--- src/rtl/ps2_scan_fifo.sv ---
`default_nettype none
// ============================================================================
//  Module   : ps2_scan_fifo
//  Purpose  : Buffered Wishbone slave for PS/2 scan codes. Queues keyboard
//             bytes in a circular FIFO and exposes a pop-on-read DATA
//             register plus a STATUS/control register via STB/ACK handshake.
//  Revision : 1.0 - initial release
// ============================================================================
module ps2_scan_fifo #(
  parameter int DEPTH = 16,
  parameter int PTR_W = 4
) (
  input  logic        clk,
  input  logic        reset,
  input  logic        ready_pulse,
  input  logic [7:0]  Keyboard_Data,
  input  logic        STB,
  input  logic        WE,
  input  logic [31:0] ADDR,
  input  logic [31:0] DAT_I,
  output logic [31:0] DAT_O,
  output logic        ACK,
  output logic        pending
);

  localparam logic [PTR_W:0]   c_cnt_full = (PTR_W+1)'(DEPTH);
  localparam logic [PTR_W:0]   c_cnt_one  = (PTR_W+1)'(1);
  localparam logic [PTR_W-1:0] c_ptr_one  = PTR_W'(1);

  typedef enum logic [0:0] {
    S_IDLE = 1'b0,
    S_BUSY = 1'b1
  } state_t;

  state_t           r_state;
  state_t           w_state_nxt;

  logic [7:0]       r_mem [0:DEPTH-1];
  logic [PTR_W-1:0] r_wp;
  logic [PTR_W-1:0] r_rp;
  logic [PTR_W:0]   r_cnt;
  logic             r_ovf;
  logic [31:0]      r_dat_o;

  logic             w_access;
  logic             w_data_rd;
  logic             w_stat_wr;
  logic             w_pop;
  logic             w_flush;
  logic             w_ovf_clr;
  logic             w_empty;
  logic             w_full;
  logic             w_can_push;
  logic             w_push;
  logic             w_drop;
  logic [31:0]      w_status;
  logic [31:0]      w_rd_word;
  logic             w_unused;

  // Address bits above bit 0 and unused control bits are intentionally ignored
  assign w_unused = ^{ADDR[31:1], DAT_I[31:11], DAT_I[9:1]};

  assign w_empty = (r_cnt == '0);
  assign w_full  = (r_cnt == c_cnt_full);
  assign pending = !w_empty;
  assign ACK     = (r_state == S_BUSY);
  assign DAT_O   = r_dat_o;

  // An access is performed only on the IDLE->BUSY transition
  assign w_access   = (r_state == S_IDLE) && STB;
  assign w_data_rd  = w_access && !WE && !ADDR[0];
  assign w_stat_wr  = w_access &&  WE &&  ADDR[0];
  assign w_pop      = w_data_rd && !w_empty;
  assign w_flush    = w_stat_wr && DAT_I[0];
  assign w_ovf_clr  = w_stat_wr && DAT_I[10];

  // A pop in the same cycle frees a slot, so a full FIFO can still accept
  assign w_can_push = !w_full || w_pop;
  assign w_push     = ready_pulse &&  w_can_push && !w_flush;
  assign w_drop     = ready_pulse && !w_can_push && !w_flush;

  // Handshake next-state logic
  always_comb begin
    w_state_nxt = r_state;
    case (r_state)
      S_IDLE:  if (STB)  w_state_nxt = S_BUSY;
      S_BUSY:  if (!STB) w_state_nxt = S_IDLE;
      default: w_state_nxt = S_IDLE;
    endcase
  end

  // Status word and read-data selection, reflecting pre-edge state
  always_comb begin
    w_status            = '0;
    w_status[PTR_W:0]   = r_cnt;
    w_status[8]         = w_empty;
    w_status[9]         = w_full;
    w_status[10]        = r_ovf;

    w_rd_word = '0;
    if (!WE) begin
      if (ADDR[0]) begin
        w_rd_word = w_status;
      end else if (!w_empty) begin
        w_rd_word = {23'b0, 1'b1, r_mem[r_rp]};
      end
    end
  end

  // Handshake state register
  always_ff @(posedge clk) begin
    if (!reset) begin
      r_state <= S_IDLE;
    end else begin
      r_state <= w_state_nxt;
    end
  end

  // Read data register, loaded once per accepted access
  always_ff @(posedge clk) begin
    if (!reset) begin
      r_dat_o <= '0;
    end else if (w_access) begin
      r_dat_o <= w_rd_word;
    end
  end

  // FIFO storage; contents are don't-care after reset
  always_ff @(posedge clk) begin
    if (w_push) begin
      r_mem[r_wp] <= Keyboard_Data;
    end
  end

  // Pointers and occupancy count; flush overrides push/pop
  always_ff @(posedge clk) begin
    if (!reset) begin
      r_wp  <= '0;
      r_rp  <= '0;
      r_cnt <= '0;
    end else if (w_flush) begin
      r_wp  <= '0;
      r_rp  <= '0;
      r_cnt <= '0;
    end else begin
      if (w_push) r_wp <= r_wp + c_ptr_one;
      if (w_pop)  r_rp <= r_rp + c_ptr_one;
      case ({w_push, w_pop})
        2'b10:   r_cnt <= r_cnt + c_cnt_one;
        2'b01:   r_cnt <= r_cnt - c_cnt_one;
        default: r_cnt <= r_cnt;
      endcase
    end
  end

  // Sticky overflow flag; a dropped byte wins over a same-cycle clear
  always_ff @(posedge clk) begin
    if (!reset) begin
      r_ovf <= 1'b0;
    end else if (w_drop) begin
      r_ovf <= 1'b1;
    end else if (w_ovf_clr) begin
      r_ovf <= 1'b0;
    end
  end

endmodule
`default_nettype wire

--- config.mk ---
export PLATFORM = sky130hd
export DESIGN_NAME = ps2_scan_fifo
export DESIGN_NICKNAME = d
export VERILOG_FILES = /design/src/rtl/ps2_scan_fifo.sv
export SDC_FILE = /design/constraint.sdc
export NUM_CORES = 1
export LEC_CHECK = 0
export CAP_MARGIN = 20
export CELL_PAD_IN_SITES_DETAIL_PLACEMENT = 0
export CELL_PAD_IN_SITES_GLOBAL_PLACEMENT = 1
export CORE_MARGIN = 2
export CORE_UTILIZATION = 45
export DETAILED_ROUTE_END_ITERATION = 10
export PLACE_DENSITY = 0.89
export SYNTH_ARGS = -nofsm -noshare
export SYNTH_HDL_FRONTEND = slang
export SYNTH_SLANG_ARGS = --single-unit
--- constraint.sdc ---
create_clock -name clk -period 9.8 [get_ports clk]
set_input_delay 1.96 -clock clk [delete_from_list [all_inputs] [get_ports clk]]
set_output_delay 1.96 -clock clk [all_outputs]
set_load 0.1 [all_outputs]
==> out/results.tsv <==
metric	value	unit
mean area per synthesized cell	16.9	um^2
crit path launch type	primary input	
DIE AREA	15700	um^2
maxcap violations	0	
highest ir drop seen on vdd	0.138	mV
initial antenna violation count	0	
Worst Setup EP	r_cnt[4]$_SDFFE_PP0P_	
CP most frequent cell	ha_1	
IO Port Bufs	28	
Hold WC Path Type	reg -> reg	
status	finished clean	
Iter 0 DRT Violations	411	
worst-path cell chain	clkdlybuf4s50_1 > nand4b_1 > o21ai_0 > nor2_2 > inv_1 > ha_1 > xor2_1 > ha_1 > a21oi_1 > a32oi_1 > a31oi_1 > mux2i_1	
R2R Setup Slk	6.52	ns
Routed Wire Length	13200	um
setup_tns	0	ns
RSZ-0062 raised after global routing	false	
CTS tree	done	
Layout Nets	508	
vias in the first global route	3509	
FFs w/ async S/R, synth	0	%
Max transition margin	35.0	%
Reg clk slew, reported paths	0.06	ns
required time of the critical path	10.15	ns
Leak Pwr	0.00253	uW
Period minus WS final	4.97	ns
global-route usage over all layers	17.6	%
DR DRC count	0	
CTS H-tree lvls	4	
first-pass GRT wire length	20300	um
post-DP HPWL	8140	um
Gate Count Post-Synth	392	
Setup-failing EPs final	0	
Clock Tree Buf Depth	2	
P&R area growth vs syn	15.0	%
Worst-Skew Late Latency	0.43	ns
drt via density	5.61	
Post-synth top flop	edfxtp_1	
IO Pins	111	
commonest cells after routing, fill and taps aside	edfxtp_1, mux4_2, dfxtp_1	
Power per Cell Area	205	nW/um^2
CTS Root Cell	clkbuf_16	
CTS resizes	0	
Bufs and invs on worst path	2	
FF-to-FF path depth	11	
max-slew violations	0	
worst setup margin	4.83	ns
n_diodes	0	
Netlist Area Pre-Place	6630	um^2
Routed Antenna Nets	0	
GPL Wtd Cong	0.741	
CP max stage delay	0.64	ns
layout cells sized above 1	18.6	%
fmax	0.201	GHz
Setup Fix Bufs, Post-CTS	0	
number of synthesized flops with an enable pin	128	
Seq/Total Area, Yosys	67.0	%
Std-Cell Core Area	14500	um^2
vias	3478	
hold buffers post-CTS	0	
final worst clock skew	0.0123	ns
Levels on crit path	12	
Num CTS Buffers	17	
DP Worst Slack	4.42	ns
CP startpoint	ADDR[0]	
actual slew at the worst max-slew pin	0.972	ns
Worst R2R Start	r_cnt[0]$_SDFFE_PP0P_	
reg2reg end	r_cnt[4]$_SDFFE_PP0P_	
DR pass1 iterations	5	
largest net degree at the start of global routing	33	
Arr. time, crit path	5.33	ns
synth warn	0	
period utilization	50.7	%
critical path's top delay family	compound AO/OA/AOI/OAI gates	
Yosys cell types	55	
total gr overflow	0	
CTS sink count	158	
CP max-delay cell	clkdlybuf4s50_1	
Synth Register Bits	158	
Die X	125	um
Crit Path Category	in -> reg	
DR WL/cell	21.3	um
Final Hold Viols	0	
Starting Density	45.8	%
Fillers	1128	
CP max FO	17	
Die Ht	125	um
endpoint class of the critical path	flip-flop	
most common cell after layout, fill and taps aside	edfxtp_1	
row count	44	
synthesized netlist by cell type (6+ instances only):
library cell / count / area share (%)
mux2i_1: 18 / 2.7
o21ai_0: 6 / 0.45
nor2_1: 18 / 1.0
clkbuf_1: 10 / 0.57
and3_1: 17 / 1.6
a21oi_1: 8 / 0.60
mux4_2: 32 / 11
edfxtp_1: 128 / 58
buf_4: 21 / 2.4
ha_1: 8 / 1.5
dfxtp_1: 30 / 9.1
inv_1: 8 / 0.45
power by group:
group / leakage, uW / switching (uW) / total [uW] / internal (uW)
logic: 0.000826 / 89.9 / 119 / 28.8
registers: 0.00140 / 6.42 / 740 / 734
clock network: 0.000309 / 263 / 705 / 442
flip-flops by register name, summed over array words and instances, names as in the netlist, named ones only:
name and flops:
r_cnt 5, r_rp 4, DAT_O 11, r_mem 128, r_ovf 1, r_wp 4, ACK 1
kinds of logic (layout without fill, tap and decap cells):
logic type	Yosys count	after routing	synth area share, %
compound gates	45	45	5.13
xor+xnor	7	7	0.924
fa+ha+maj	8	8	1.51
buf+inv	48	72	4.34
flops	158	158	67.0
mux	55	55	14.4
other cells	1	21	0.0565
simple gates	70	70	6.60
how the worst min path moves through the flow:
stage | start | endpoint | slack (ns) | depth (start not counted)
floorplan | r_ovf$_SDFFE_PN0P_ | r_ovf$_SDFFE_PN0P_ | 0.44 | 2
global placement | r_ovf$_SDFFE_PN0P_ | r_ovf$_SDFFE_PN0P_ | 0.45 | 2
detailed placement | r_ovf$_SDFFE_PN0P_ | r_ovf$_SDFFE_PN0P_ | 0.45 | 2
CTS | r_ovf$_SDFFE_PN0P_ | r_ovf$_SDFFE_PN0P_ | 0.46 | 2
global route | r_ovf$_SDFFE_PN0P_ | r_ovf$_SDFFE_PN0P_ | 0.50 | 2
finish | r_ovf$_SDFFE_PN0P_ | r_ovf$_SDFFE_PN0P_ | 0.47 | 2
tightest hold or removal path: stages, from the launching register on:
cell and delay, ns:
dfxtp_1 0.31, nand2_1 0.05, a21oi_1 0.06
per-stage QoR:
step           instance area [um^2]  cells  hold WS (ns)  total power, uW  utilization (%)
6_report                       7630    620         0.467             1560             52.7
3_3_place_gp                   6990    588         0.449              870             48.3
4_1_cts                        7630    620         0.463             1570             52.7
5_1_grt                        7630    620         0.498             1600             52.7
2_1_floorplan                  6710    412         0.436              851                -
3_5_place_dp                   6990    588         0.455              873             48.3
area by class of cell:
cell class / count / area, um^2 / area share [%]
Sequential cell: 158 / 4440 / 58.3
Multi-Input combinational cell: 206 / 1980 / 25.9
Clock buffer: 20 / 457 / 5.99
Timing Repair Buffer: 32 / 310 / 4.07
Tap cell: 184 / 230 / 3.02
Clock inverter: 12 / 180 / 2.36
Inverter: 8 / 30.0 / 0.394
routing by layer:
layer	share of wire, %	vias to the layer above	global-route usage, %
li1	-	1568	-
met1	41	1770	22.5
met2	51	126	29.3
met3	7.2	14	5.13
met4	0.98	0	5.23
met5	0	-	0
Power figures use the tool's default switching activity.
==> RTL change 1, RTL diff (same flow settings) <==
Set the parameter `PTR_W` to 3 (it was 4).
--- a/src/rtl/ps2_scan_fifo.sv
+++ b/src/rtl/ps2_scan_fifo.sv
@@ -8,7 +8,7 @@
 // ============================================================================
 module ps2_scan_fifo #(
   parameter int DEPTH = 16,
-  parameter int PTR_W = 4
+  parameter int PTR_W = 3
 ) (
   input  logic        clk,
   input  logic        reset,
Function: changed (Yosys sat finds a counterexample within 4 cycles, from zero or initial values and one cycle with reset low).
==> RTL change 1 against the unedited design <==
Setup slack better by 640 ps; wire length down 50%; sequential cell count down 68; design area down 45%; clock power down 68%; synthesized cell count down 38%; combinational power down 53%; die area down 43%; power down 56%; final cell count down 38%; via count down 41%; synthesized area down 44%; critical endpoint is now r_cnt[2]$_SDFFE_PP0P_.
==> RTL change 1: results (changes against the unedited design) <==
setup_path:
  slowest_stage: "clkdlybuf4s50_1"  # unchanged
  critPathMaxStageDelay_ps: 480  # was 640 ps
  r2r_cells: 10  # was 11
  worstPathMaxFanout: 11  # was 17
global_routing:
  antenna_found_initial: 0  # unchanged
  grt.total_usage: 0.152  # was 0.176
  grt_max_degree: 18  # was 33
  grt_pass1_wl_um: 9830  # was 20300 um
  grt_pass1_vias: 1841  # was 3509
placement:
  numPortBuffers: 28  # unchanged
  place_congestion: 0.729  # was 0.741
  dpl.hpwl_um: 4310  # was 8140 um
  pre_cts_ws_ps: 5130  # was 4420 ps
  placed_area_um2: 4030  # was 6990 um^2
detailed_routing:
  viasPerCell: 5.32  # was 5.61
  drc: 0  # unchanged
  wirelength_um: 6540  # was 13200 um
  firstDrtPassIters: 5  # unchanged
  drt_iter0_drc: 117  # was 411
yosys:
  synth_compound_area_frac: 0.0501  # was 0.0513
  yosysWarnings: 0  # unchanged
  synth-edff-count: 64  # was 128
  synth_xor_area_frac: 0.0141  # was 0.00924
  muxShareOfSynthArea: 0.124  # was 0.144
  ys_seq_area_frac: 0.656  # was 0.670
  synthArstFlopShare: 0  # unchanged
  synth_area_leaders: "edfxtp_1 52%, dfxtp_1 14%, mux4_2 9.7%"  # was edfxtp_1 58%, mux4_2 11%, dfxtp_1 9.1%
  synth.distinct_cells: 38  # was 55
  synth_fa_ha_area_frac: 0.0202  # was 0.0151
  netlist_top_cells_count: "64 x edfxtp_1, 26 x dfxtp_1, 22 x buf_4"  # was 128 x edfxtp_1, 32 x mux4_2, 30 x dfxtp_1
cts:
  post_cts_buffers: 0  # unchanged
  cts_buffer_depth: 2  # unchanged
  post_cts_resized: 0  # unchanged
  clk_latency_ps: 350  # was 430 ps
  cts_made_buffers: 9  # was 17
  clkTransAtPathRegs_ps: 90  # was 60 ps
  clock-root-buffer: "clkbuf_8"  # was clkbuf_16
  h-tree-depth: 3  # was 4
min_path:
  hold_class: "reg -> reg"  # unchanged
  holdPathStages: 2  # unchanged
sta:
  worstMarginPinSlew_ps: 972  # about the same
  fin_skew_ps: 13.9  # was 12.3 ps
  report.final.setup_viol: 0  # unchanged
power:
  p_leak_nw: 1.37  # was 2.53 nW
  peakVddDrop_uv: 74.7  # was 138 uV
  switchingPower_w: 0.000181  # was 0.000359 W
status:
  status: "finished clean"  # unchanged
layout:
  fin_nets: 358  # was 508
  antenna_cells: 0  # unchanged
  largest_register: "r_mem"  # unchanged
  n_fill_cell: 683  # was 1128
  largest_reg_flops: 64  # was 128
  drive_gt1_frac: 0.146  # was 0.186
## RTL change 1: cell count changes after synthesis, sizes merged, moves of 6 or more
cell | unedited run | this run
mux2i | 18 | 10
nor2 | 19 | 13
and3 | 18 | 0
edfxtp | 128 | 64
mux4 | 32 | 16
clkbuf | 10 | 2
## RTL change 1: routing by layer
metal | vias to the layer above | part of all wire | GRT usage
met2 | 76 | 0.49 | 0.243
li1 | 951 | - | -
met5 | - | 0 | 0
met1 | 1015 | 0.44 | 0.203
met3 | 8 | 0.064 | 0.0407
met4 | 0 | 0.0084 | 0.0507
## RTL change 1: power by group through the flow
stage | logic (W) | registers [W] | clock network [W]
after floorplan | 0.0000463 | 0.000421 | 0
after global placement | 0.0000558 | 0.000416 | 0
after detailed placement | 0.0000565 | 0.000416 | 0
after CTS | 0.0000566 | 0.000408 | 0.000233
after global routing | 0.0000594 | 0.000408 | 0.000248
final | 0.0000565 | 0.000408 | 0.000227
## RTL change 1: kinds of logic (layout without fill, tap and decap cells)
kind of cell               after synthesis  count (layout)
DFF                                     90              90
and+or+nand+nor                         49              49
other                                    1              21
adders and majority gates                6               6
muxes                                   26              26
AOI/OAI and AO/OA                       30              30
xor gates and xnor gates                 6               6
buffers and inverters                   35              52
## RTL change 1: critical path, delay by kind of cell
family / cells / cell delay (ps)
buffers and inverters: 1 / 480
xor gates and xnor gates: 2 / 260
adders and majority gates: 2 / 510
and+or+nand+nor: 2 / 680
AOI/OAI and AO/OA: 3 / 730
## RTL change 1: worst paths after layout
kind | start | to | slack, ps
hold reg to reg | r_ovf$_SDFFE_PN0P_ | r_ovf$_SDFFE_PN0P_ | 460
setup / recovery | WE | r_cnt[2]$_SDFFE_PP0P_ | 5470
setup reg to reg | r_cnt[1]$_SDFFE_PP0P_ | r_cnt[2]$_SDFFE_PP0P_ | 7060
hold / removal | r_ovf$_SDFFE_PN0P_ | r_ovf$_SDFFE_PN0P_ | 460
## RTL change 1: cell type report
cell class                 instances  area [um^2]  area share
clock buffer                      10          128      0.0302
inverter                           4         15.0     0.00356
clock inverter                     6         50.0      0.0119
multi-input combinational        138         1140       0.269
tap                              105          131      0.0311
sequential                        90         2440       0.579
timing repair buffer              32          318      0.0753
## RTL change 1: through the flow
step	power (W)	cells	hold WS [ps]
6_report	0.000691	385	462
5_1_grt	0.000715	385	485
4_1_cts	0.000697	384	461
3_5_place_dp	0.000473	368	449
3_3_place_gp	0.000472	368	450
2_1_floorplan	0.000467	263	436
==> RTL change 2, RTL diff (same flow settings) <==
Made on the original files. Make the reset (`reset`) asynchronous in 4 clocked blocks.
--- a/src/rtl/ps2_scan_fifo.sv
+++ b/src/rtl/ps2_scan_fifo.sv
@@ -108,7 +108,7 @@
   end
 
   // Handshake state register
-  always_ff @(posedge clk) begin
+  always_ff @(posedge clk or negedge reset) begin
     if (!reset) begin
       r_state <= S_IDLE;
     end else begin
@@ -117,7 +117,7 @@
   end
 
   // Read data register, loaded once per accepted access
-  always_ff @(posedge clk) begin
+  always_ff @(posedge clk or negedge reset) begin
     if (!reset) begin
       r_dat_o <= '0;
     end else if (w_access) begin
@@ -133,7 +133,7 @@
   end
 
   // Pointers and occupancy count; flush overrides push/pop
-  always_ff @(posedge clk) begin
+  always_ff @(posedge clk or negedge reset) begin
     if (!reset) begin
       r_wp  <= '0;
       r_rp  <= '0;
@@ -154,7 +154,7 @@
   end
 
   // Sticky overflow flag; a dropped byte wins over a same-cycle clear
-  always_ff @(posedge clk) begin
+  always_ff @(posedge clk or negedge reset) begin
     if (!reset) begin
       r_ovf <= 1'b0;
     end else if (w_drop) begin
Check against the original RTL: differs if reset is asserted again (counterexample within 4 cycles, from zero or initial values and one cycle with reset low); with reset held inactive, the same outputs for 4 cycles.
==> RTL change 2 against the unedited design <==
Sequential cell count decreased by 4; wire length shrank 8.7%; design area fell by 2.6%; synthesized area is 2.7% lower; clock skew down 6.1 ps; setup slack improved by 230 ps; critical path type unchanged; critical endpoint is now r_cnt[4]$_DFFE_PN0P_.
Power is not compared: it rests on default switching activity, and its combinational part moved more than twofold at a synthesized area within 25%.
==> RTL change 2: results (changes against the unedited design) <==
sta:
  period_minus_slack_ps: 4750  # was 4970 ps
  fin_skew_ps: 6.25  # was 12.3 ps
  worstMarginPinSlew_ps: 981  # was 972 ps
  timing.hold.ws_ps: 492  # was 467 ps
setup_path:
  r2r-start: "ACK$_DFF_PN0_"  # was r_cnt[0]$_SDFFE_PP0P_
  endpoint: "r_cnt[4]$_DFFE_PN0P_"  # was r_cnt[4]$_SDFFE_PP0P_
  reg2reg_slack_ps: 6730  # was 6520 ps
  worstPathMaxFanout: 6  # was 17
  crit_arrival_ps: 5090  # was 5330 ps
  critPathMaxStageDelay_ps: 730  # was 640 ps
  slowest_stage: "or4b_1"  # was clkdlybuf4s50_1
  r2r_cells: 9  # was 11
  crit_family: "simple AND/OR/NAND/NOR gates"  # was compound AO/OA/AOI/OAI gates
  r2r_end: "r_cnt[4]$_DFFE_PN0P_"  # was r_cnt[4]$_SDFFE_PP0P_
yosys:
  netlist_top_cells_count: "128 x edfxtp_1, 32 x mux4_2, 26 x dfrtp_1"  # was 128 x edfxtp_1, 32 x mux4_2, 30 x dfxtp_1
  postSynthAreaPerCell_um2: 17.0  # was 16.9 um^2
  synth.distinct_cells: 44  # was 55
  synth_xor_area_frac: 0.0109  # was 0.00924
  synthArstFlopShare: 0.169  # was 0
  synth_fa_ha_area_frac: 0.0116  # was 0.0151
  synth_compound_area_frac: 0.0442  # was 0.0513
  muxShareOfSynthArea: 0.134  # was 0.144
  synth_area_leaders: "edfxtp_1 60%, mux4_2 11%, dfrtp_1 10%"  # was edfxtp_1 58%, mux4_2 11%, dfxtp_1 9.1%
  ys_seq_area_frac: 0.696  # was 0.670
cts:
  cts_hold_buf: 0  # unchanged
  clk_latency_ps: 420
  post_cts_resized: 0  # unchanged
layout:
  largest_register: "r_mem"  # unchanged
  fin_nets: 495  # was 508
  n_fill_cell: 1062  # was 1128
  final_cell_count_no_fill: 605  # was 620
  drive_gt1_frac: 0.179  # was 0.186
power:
  power_frac_comb: 0.279
  netSwitchingFraction: 0.327
  peakVddDrop_uv: 126
detailed_routing:
  wirelength_met1_um: 5140  # was 5460 um
  top_layer_used: "met4"  # unchanged
  drt_iter0_drc: 339  # was 411
  dr_wl_met2_um: 5950  # was 6670 um
  met3_length_um: 803  # was 944 um
  viasPerCell: 5.51  # was 5.61
  firstDrtPassIters: 4  # was 5
  wire_per_inst_um: 19.9  # was 21.3 um
global_routing:
  grt.total_usage: 0.170  # was 0.176
  grt_pass1_wl_um: 18900  # was 20300 um
  antenna_found_initial: 0  # unchanged
  grt_pass1_vias: 3381  # was 3509
  grt_max_degree: 36  # was 33
min_path:
  hold_path_startpoint: "r_ovf$_DFFE_PN0P_"  # was r_ovf$_SDFFE_PN0P_
  holdPathStages: 1  # was 2
  worstHoldEndpoint: "DAT_O[10]$_DFFE_PN0N_"  # was r_ovf$_SDFFE_PN0P_
placement:
  placed_area_um2: 6850  # was 6990 um^2
  place_congestion: 0.810  # was 0.741
  dpl.hpwl_um: 7710  # was 8140 um
  dpl.cell_count: 573  # was 588
  pre_cts_ws_ps: 4660  # was 4420 ps
status:
  status: "finished clean"  # unchanged
==> RTL change 2: cell count changes in the layout (fill, tap and decap cells not counted), moves of 4 or more <==
cell	delta
mux2i_1	-5
inv_1	-5
o22ai_1	+4
nand3_1	+9
dfrtp_1	+25
nor3_1	+4
mux2_2	-4
dfxtp_1	-30
and3_1	-15
buf_4	+4
nor2_1	+7
nand2_1	+14
==> RTL change 2: cell type report <==
cell class | instances | area (um^2) | area share
Clock buffer | 19 | 433 | 0.0583
Clock inverter | 13 | 141 | 0.0190
Timing Repair Buffer | 36 | 340 | 0.0458
Sequential cell | 154 | 4500 | 0.605
Multi-Input combinational cell | 200 | 1780 | 0.240
Inverter | 3 | 11.3 | 0.00152
Tap cell | 180 | 225 | 0.0303
==> RTL change 2: routing by layer <==
metal	up-vias	global-route usage
met5	-	0
met4	0	0.0504
met3	11	0.0472
met2	120	0.272
met1	1695	0.231
li1	1505	-
